==> src/rtl/simon_pkg.sv <==
// rtl/simon_pkg.sv - shared types and helpers for the player-input path
package simon_pkg;

  typedef enum logic [1:0] {
    IDLE    = 2'd0,
    QUALIFY = 2'd1,
    PRESSED = 2'd2,
    RELEASE = 2'd3
  } btn_state_t;

  localparam int unsigned CLK_HZ = 100_000_000;

  function automatic logic is_onehot(input logic [3:0] v);
    return (v != 4'd0) && ((v & (v - 4'd1)) == 4'd0);
  endfunction

  // Only meaningful for one-hot input; lowest set bit wins otherwise.
  function automatic logic [1:0] onehot_idx(input logic [3:0] v);
    logic [1:0] idx;
    idx = 2'd0;
    for (int i = 3; i >= 0; i--) begin
      if (v[i]) idx = 2'(i);
    end
    return idx;
  endfunction

endpackage

==> src/rtl/btn_event_conditioner_if.sv <==
// rtl/btn_event_conditioner_if.sv - press-event handshake between conditioner and game FSM
interface btn_event_conditioner_if;
  logic       evt_valid;
  logic [1:0] evt_val;
  logic       evt_ack;
  logic       multi_err;
  logic       overrun;
  logic       held;
  logic [1:0] dbg_state;

  modport master (
    output evt_valid, evt_val, multi_err, overrun, held, dbg_state,
    input  evt_ack
  );

  modport slave (
    input  evt_valid, evt_val, multi_err, overrun, held, dbg_state,
    output evt_ack
  );
endinterface

==> src/rtl/btn_sync.sv <==
// rtl/btn_sync.sv - two-flop synchroniser for asynchronous inputs
module btn_sync #(
  parameter int W = 4
) (
  input  logic         clk,
  input  logic         reset,
  input  logic [W-1:0] d,
  output logic [W-1:0] q
);

  logic [W-1:0] meta_d, meta_q;
  logic [W-1:0] sync_d, sync_q;

  always_comb begin
    meta_d = d;
    sync_d = meta_q;
  end

  always_ff @(posedge clk or negedge reset) begin
    if (!reset) begin
      meta_q <= '0;
      sync_q <= '0;
    end else begin
      meta_q <= meta_d;
      sync_q <= sync_d;
    end
  end

  assign q = sync_q;

endmodule

==> src/rtl/btn_event_conditioner.sv <==
// rtl/btn_event_conditioner.sv - debounce four buttons and emit one held event per press
module btn_event_conditioner
  import simon_pkg::*;
#(
  parameter int unsigned DEBOUNCE_CYCLES = 1000000,
  parameter int unsigned CNT_W           = $clog2(DEBOUNCE_CYCLES)
) (
  input  logic                           clk,
  input  logic                           reset,
  input  logic [3:0]                     btn_raw,
  btn_event_conditioner_if.master        evt
);

  localparam logic [1:0] ST_IDLE    = IDLE;
  localparam logic [1:0] ST_QUALIFY = QUALIFY;
  localparam logic [1:0] ST_PRESSED = PRESSED;
  localparam logic [1:0] ST_RELEASE = RELEASE;

  localparam logic [CNT_W-1:0] CNT_MAX = CNT_W'(DEBOUNCE_CYCLES - 1);

  logic [3:0]       s;
  logic [1:0]       state_d, state_q;
  logic [3:0]       vec_d, vec_q;
  logic [CNT_W-1:0] cnt_d, cnt_q;
  logic             held_d, held_q;
  logic             multi_err_d, multi_err_q;
  logic             evt_valid_d, evt_valid_q;
  logic [1:0]       evt_val_d, evt_val_q;
  logic             overrun_d, overrun_q;
  logic             issue;

  btn_sync #(.W(4)) u_sync (
    .clk   (clk),
    .reset (reset),
    .d     (btn_raw),
    .q     (s)
  );

  always_comb begin
    state_d     = state_q;
    vec_d       = vec_q;
    cnt_d       = cnt_q;
    held_d      = held_q;
    multi_err_d = 1'b0;
    issue       = 1'b0;

    case (state_q)
      ST_IDLE: begin
        if (s != 4'd0) begin
          vec_d   = s;
          cnt_d   = '0;
          state_d = ST_QUALIFY;
        end
      end
      ST_QUALIFY: begin
        if (s == 4'd0) begin
          state_d = ST_IDLE;
        end else if (s != vec_q) begin
          vec_d = s;
          cnt_d = '0;
        end else if (cnt_q != CNT_MAX) begin
          cnt_d = cnt_q + CNT_W'(1);
        end else begin
          state_d = ST_PRESSED;
          held_d  = 1'b1;
          if (is_onehot(vec_q)) issue = 1'b1;
          else                  multi_err_d = 1'b1;
        end
      end
      // Non-zero changes while held are deliberately ignored until a full release.
      ST_PRESSED: begin
        if (s == 4'd0) begin
          cnt_d   = '0;
          state_d = ST_RELEASE;
        end
      end
      ST_RELEASE: begin
        if (s != 4'd0) begin
          cnt_d   = '0;
          state_d = ST_PRESSED;
        end else if (cnt_q == CNT_MAX) begin
          state_d = ST_IDLE;
          held_d  = 1'b0;
        end else begin
          cnt_d = cnt_q + CNT_W'(1);
        end
      end
      default: state_d = ST_IDLE;
    endcase
  end

  // A coincident ack frees the slot, so a new issue replaces rather than overruns.
  always_comb begin
    evt_valid_d = evt_valid_q;
    evt_val_d   = evt_val_q;
    overrun_d   = overrun_q;
    if (issue) begin
      if (!evt_valid_q || evt.evt_ack) begin
        evt_valid_d = 1'b1;
        evt_val_d   = onehot_idx(vec_q);
      end else begin
        overrun_d = 1'b1;
      end
    end else if (evt.evt_ack && evt_valid_q) begin
      evt_valid_d = 1'b0;
    end
  end

  always_ff @(posedge clk or negedge reset) begin
    if (!reset) begin
      state_q     <= ST_IDLE;
      vec_q       <= '0;
      cnt_q       <= '0;
      held_q      <= 1'b0;
      multi_err_q <= 1'b0;
      evt_valid_q <= 1'b0;
      evt_val_q   <= 2'd0;
      overrun_q   <= 1'b0;
    end else begin
      state_q     <= state_d;
      vec_q       <= vec_d;
      cnt_q       <= cnt_d;
      held_q      <= held_d;
      multi_err_q <= multi_err_d;
      evt_valid_q <= evt_valid_d;
      evt_val_q   <= evt_val_d;
      overrun_q   <= overrun_d;
    end
  end

  assign evt.evt_valid = evt_valid_q;
  assign evt.evt_val   = evt_val_q;
  assign evt.multi_err = multi_err_q;
  assign evt.overrun   = overrun_q;
  assign evt.held      = held_q;
  assign evt.dbg_state = state_q;

endmodule

==> src/flat_wrapper.sv <==
// flat-port wrapper written by rule: the top's interface ports become plain ports
module btn_event_conditioner_flat import simon_pkg::*;
#(
  parameter int unsigned DEBOUNCE_CYCLES = 1000000,
  parameter int unsigned CNT_W           = $clog2(DEBOUNCE_CYCLES)
)
  (clk, reset, btn_raw, evt_evt_valid, evt_evt_val, evt_multi_err, evt_overrun, evt_held, evt_dbg_state, evt_evt_ack);
  btn_event_conditioner_if evt_i ();
  input  logic clk;
  input  logic reset;
  input  logic [3:0] btn_raw;
  output wire logic [$bits(evt_i.evt_valid)-1:0] evt_evt_valid;
  output wire logic [$bits(evt_i.evt_val)-1:0] evt_evt_val;
  output wire logic [$bits(evt_i.multi_err)-1:0] evt_multi_err;
  output wire logic [$bits(evt_i.overrun)-1:0] evt_overrun;
  output wire logic [$bits(evt_i.held)-1:0] evt_held;
  output wire logic [$bits(evt_i.dbg_state)-1:0] evt_dbg_state;
  input wire logic [$bits(evt_i.evt_ack)-1:0] evt_evt_ack;
  assign evt_evt_valid = evt_i.evt_valid;
  assign evt_evt_val = evt_i.evt_val;
  assign evt_multi_err = evt_i.multi_err;
  assign evt_overrun = evt_i.overrun;
  assign evt_held = evt_i.held;
  assign evt_dbg_state = evt_i.dbg_state;
  assign evt_i.evt_ack = evt_evt_ack;
  btn_event_conditioner #(.DEBOUNCE_CYCLES(DEBOUNCE_CYCLES), .CNT_W(CNT_W)) u_core (.clk(clk), .reset(reset), .btn_raw(btn_raw), .evt(evt_i));
endmodule
==> config.mk <==
export PLATFORM = sky130hd
export DESIGN_NAME = btn_event_conditioner_flat
export DESIGN_NICKNAME = d
export VERILOG_FILES = /design/src/rtl/simon_pkg.sv /design/src/rtl/btn_event_conditioner_if.sv /design/src/rtl/btn_sync.sv /design/src/rtl/btn_event_conditioner.sv /design/src/flat_wrapper.sv
export SDC_FILE = /design/constraint.sdc
export NUM_CORES = 1
export LEC_CHECK = 0
export BUFFER_PORTS_ARGS = -buffer_cell sky130_fd_sc_hd__buf_2
export CAP_MARGIN = 40
export CELL_PAD_IN_SITES_DETAIL_PLACEMENT = 2
export CELL_PAD_IN_SITES_GLOBAL_PLACEMENT = 2
export CORE_ASPECT_RATIO = 0.75
export CORE_MARGIN = 4
export CORE_UTILIZATION = 36
export CTS_BUF_LIST = sky130_fd_sc_hd__clkbuf_4 sky130_fd_sc_hd__clkbuf_8
export CTS_CLUSTER_DIAMETER = 100
export DETAILED_ROUTE_END_ITERATION = 10
export PLACE_DENSITY = 0.75
export SYNTH_ARGS = -nofsm -noshare
export SYNTH_HDL_FRONTEND = slang
export SYNTH_SLANG_ARGS = --single-unit
==> constraint.sdc <==
create_clock -name clk -period 2.8 [get_ports clk]
set_clock_uncertainty 0.2 [all_clocks]
set_input_delay 0.14 -clock clk [delete_from_list [all_inputs] [get_ports clk]]
set_output_delay 0.14 -clock clk [all_outputs]
set_load 0.02 [all_outputs]
==> flow_metrics.py <==
metrics = {
    "synth": {
        "yosysMostFrequentCell": "dfrtp_1",
        "syn_inst": 216,
        "synth_ff_type": "dfrtp_1",
        "synthTopCellsByArea": "dfrtp_1, a21oi_1, o21ai_0",
        "syn_nets": 224,
        "ys_ff_latch": 40,
        "avgSynthCellArea_um2": 9.74,
        "yosysTopAreaCell": "dfrtp_1",
        "syn-cell-area_um2": 2100,
        "yosysWarningCount": 0,
        "ys_async_sr_fraction": 1.00,
        "synth_edf_count": 0,
        "netlist_top_cells_count": "dfrtp_1, a21oi_1, nand2_1, o21ai_0",
        "ys_seq_area_frac": 0.476,
        "netlist-cell-type-count": 44,
        "synth_top_area_frac": 0.476,
    },
    "detailed_routing": {
        "drc_errors": 0,
        "wl_per_cell_um": 21.9,
        "firstDrtPassIters": 4,
        "routed_wirelength_um": 7070,
        "ant_nets": 0,
        "vias": 1917,
        "drtIter0Drc": 124,
        "vias_per_cell": 5.93,
    },
    "power": {
        "total_power_mw": 1.11,
        "p_leak_nw": 1.03,
        "vdd_drop_max_v": 0.000217,
        "cellPowerDensity_nw_per_um2": 442,
    },
    "sta": {
        "rsz0062_at_grt": "false",
        "fin_crit_ps": 2670,
        "min_period_over_period": 0.952,
        "finalMaxSlewViolations": 0,
        "slew_headroom": 0.583,
        "tightestPinTransition_ps": 622,
        "finalSetupViolCount": 0,
        "fmax_mhz": 375,
        "finalHoldViolations": 0,
        "timing.final.ws_setup_ps": 133,
        "finalSetupTns_ps": 0,
    },
    "run": {
        "cap_violations": 0,
    },
    "clock_tree": {
        "clock_sinks": 40,
        "htreeDepth": 2,
        "cts_buffer_depth": 2,
        "ctsRootBufferMaster": "clkbuf_8",
        "cts_setup_buffers": 0,
        "cts_buffers": 5,
        "clk_pin_slew_ps": 80,
        "clkLatencyLatePin_ps": 300,
        "cts_tree": "yes",
    },
    "floorplanning": {
        "row_count": 23,
        "ios": 15,
        "coreArea_um2": 5500,
        "start_util": 0.383,
        "die_height_um": 74.2,
        "die-area_um2": 7140,
        "die-width_um": 96.3,
    },
    "final_layout": {
        "layout-drive-gt1-share": 0.169,
        "layout.nets": 255,
        "fin_util": 0.455,
        "area_growth_pct": 18.9,
        "antenna_cells": 0,
        "final_cells": 323,
    },
    "critical_path": {
        "cp-start-kind": "flip-flop",
        "cp.arrival_ps": 2690,
        "slowest_stage": "or4_4",
        "path_cells": "or4_4 -> mux2_4 -> a211o_2 -> or4_1 -> a21oi_1",
        "max_stage_delay_ps": 590,
        "path_max_fanout": 10,
        "critPathCaptureType": "flip-flop",
        "critPathTopFamily": "simple AND/OR/NAND/NOR gates",
        "path_class": "reg2reg",
        "crit_required_ps": 2820,
        "critPathBufInv": 0,
    },
    "global_route": {
        "grt_start_max_net_pins": 22,
        "grt_pass1_vias": 2113,
        "track_usage": 0.220,
        "grt_overflow": 0,
        "antenna_found_initial": 0,
        "grt_pass1_wl_um": 11700,
    },
    "place": {
        "post-dp-hpwl_um": 5160,
        "dp.cells": 309,
        "dp_slack_ps": 38.2,
        "gp_congestion": 0.916,
        "port_buffers": 14,
    },
    "hold_path": {
        "hp-class": "reg2reg",
    },
    "run_status": {
        "run_status": "finished clean",
    },
}
## power breakdown
group          leakage, nW  internal (mW)  switching (mW)
logic                0.451         0.0372          0.0514
clock network       0.0510          0.197           0.214
registers            0.526          0.589          0.0164
total                 1.03          0.823           0.282
## placed cells by master (no fill, tap or decap), drive strengths merged, types with 6 or more instances in the layout
cell type,instances
o211ai,8
nor2,12
or4,8
xnor2,6
o21ai,14
buf,28
dfrtp,40
nand2,13
nand3,12
clkbuf,6
o31ai,8
nand4,7
dlygate4sd3,6
a21oi,15
## cells by family after synthesis
family / count (synthesis) / share of synthesized area
XOR/XNOR: 8 / 0.0333
flip-flops: 40 / 0.476
AND/OR/NAND/NOR: 87 / 0.242
multiplexers: 7 / 0.0375
buffers and inverters: 15 / 0.0309
AO/OA/AOI/OAI: 58 / 0.174
adder cells (fa/ha/maj): 1 / 0.00595
## metal layers
| metal | global-route usage | part of all wire |
|---|---|---|
| met5 | 0 | 0 |
| met4 | 0.0473 | 0.0089 |
| met3 | 0.0394 | 0.045 |
| met2 | 0.356 | 0.47 |
| met1 | 0.309 | 0.47 |
## sequential cells by signal, indices dropped and copies added (netlist names), named ones only
register,cells
u_core.cnt_q,20
u_core.u_sync.meta_q,4
u_core.u_sync.q,4
u_core.vec_q,4
u_core.evt.evt_val,2
u_core.evt.dbg_state,1
u_core.evt.evt_valid,1
u_core.evt.held,1
u_core.evt.multi_err,1
u_core.evt.overrun,1
## per-stage QoR
| stage | hold slack [ps] | instance area [um^2] |
|---|---|---|
| global route | 170 | 2500 |
| global placement | 47.6 | 2310 |
| detailed placement | -53.7 | 2340 |
| finish | 154 | 2500 |
| floorplan | -356 | 2100 |
| CTS | 157 | 2500 |
## timing repair
| item | CTS | global route |
|---|---|---|
| hold buffers | 6 | 0 |
| setup endpoints to repair | 0 | 13 |
| resized for setup | 0 | 3 |
| hold endpoints to repair | 46 | 0 |
## final cells by class
class / count / area, um^2
well taps: 75 / 93.8
clock inverters: 2 / 10.0
multi-input cells: 161 / 1040
flip-flops and latches: 40 / 1000
fillers: 615 / 3000
inverters: 5 / 18.8
repair buffers: 34 / 253
clock buffers: 6 / 82.6
## path summary, 6_finish.rpt
| check | start | endpoint | slack (ps) | cells after the start |
|---|---|---|---|---|
| min | u_core.u_sync.meta_q[0]$_DFF_PN0_ | u_core.u_sync.q[0]$_DFF_PN0_ | 150 | 0 |
| max reg2reg | u_core.u_sync.q[1]$_DFF_PN0_ | u_core.cnt_q[13]$_DFFE_PN0P_ | 130 | 5 |
| max | u_core.u_sync.q[1]$_DFF_PN0_ | u_core.cnt_q[13]$_DFFE_PN0P_ | 130 | 5 |
| max in group asynchronous | reset | u_core.cnt_q[5]$_DFFE_PN0P_ | 1740 | 3 |
| min in group asynchronous | reset | u_core.cnt_q[15]$_DFFE_PN0P_ | 160 | 2 |
| min reg2reg | u_core.u_sync.meta_q[0]$_DFF_PN0_ | u_core.u_sync.q[0]$_DFF_PN0_ | 150 | 0 |
## worst reg2reg max path, cell delays in order, from the launching register on
cell     delay, ps
dfrtp_1        420
or4_4          590
mux2_4         330
a211o_2        360
or4_1          530
a21oi_1        170
(Power assumes the default switching activity.)
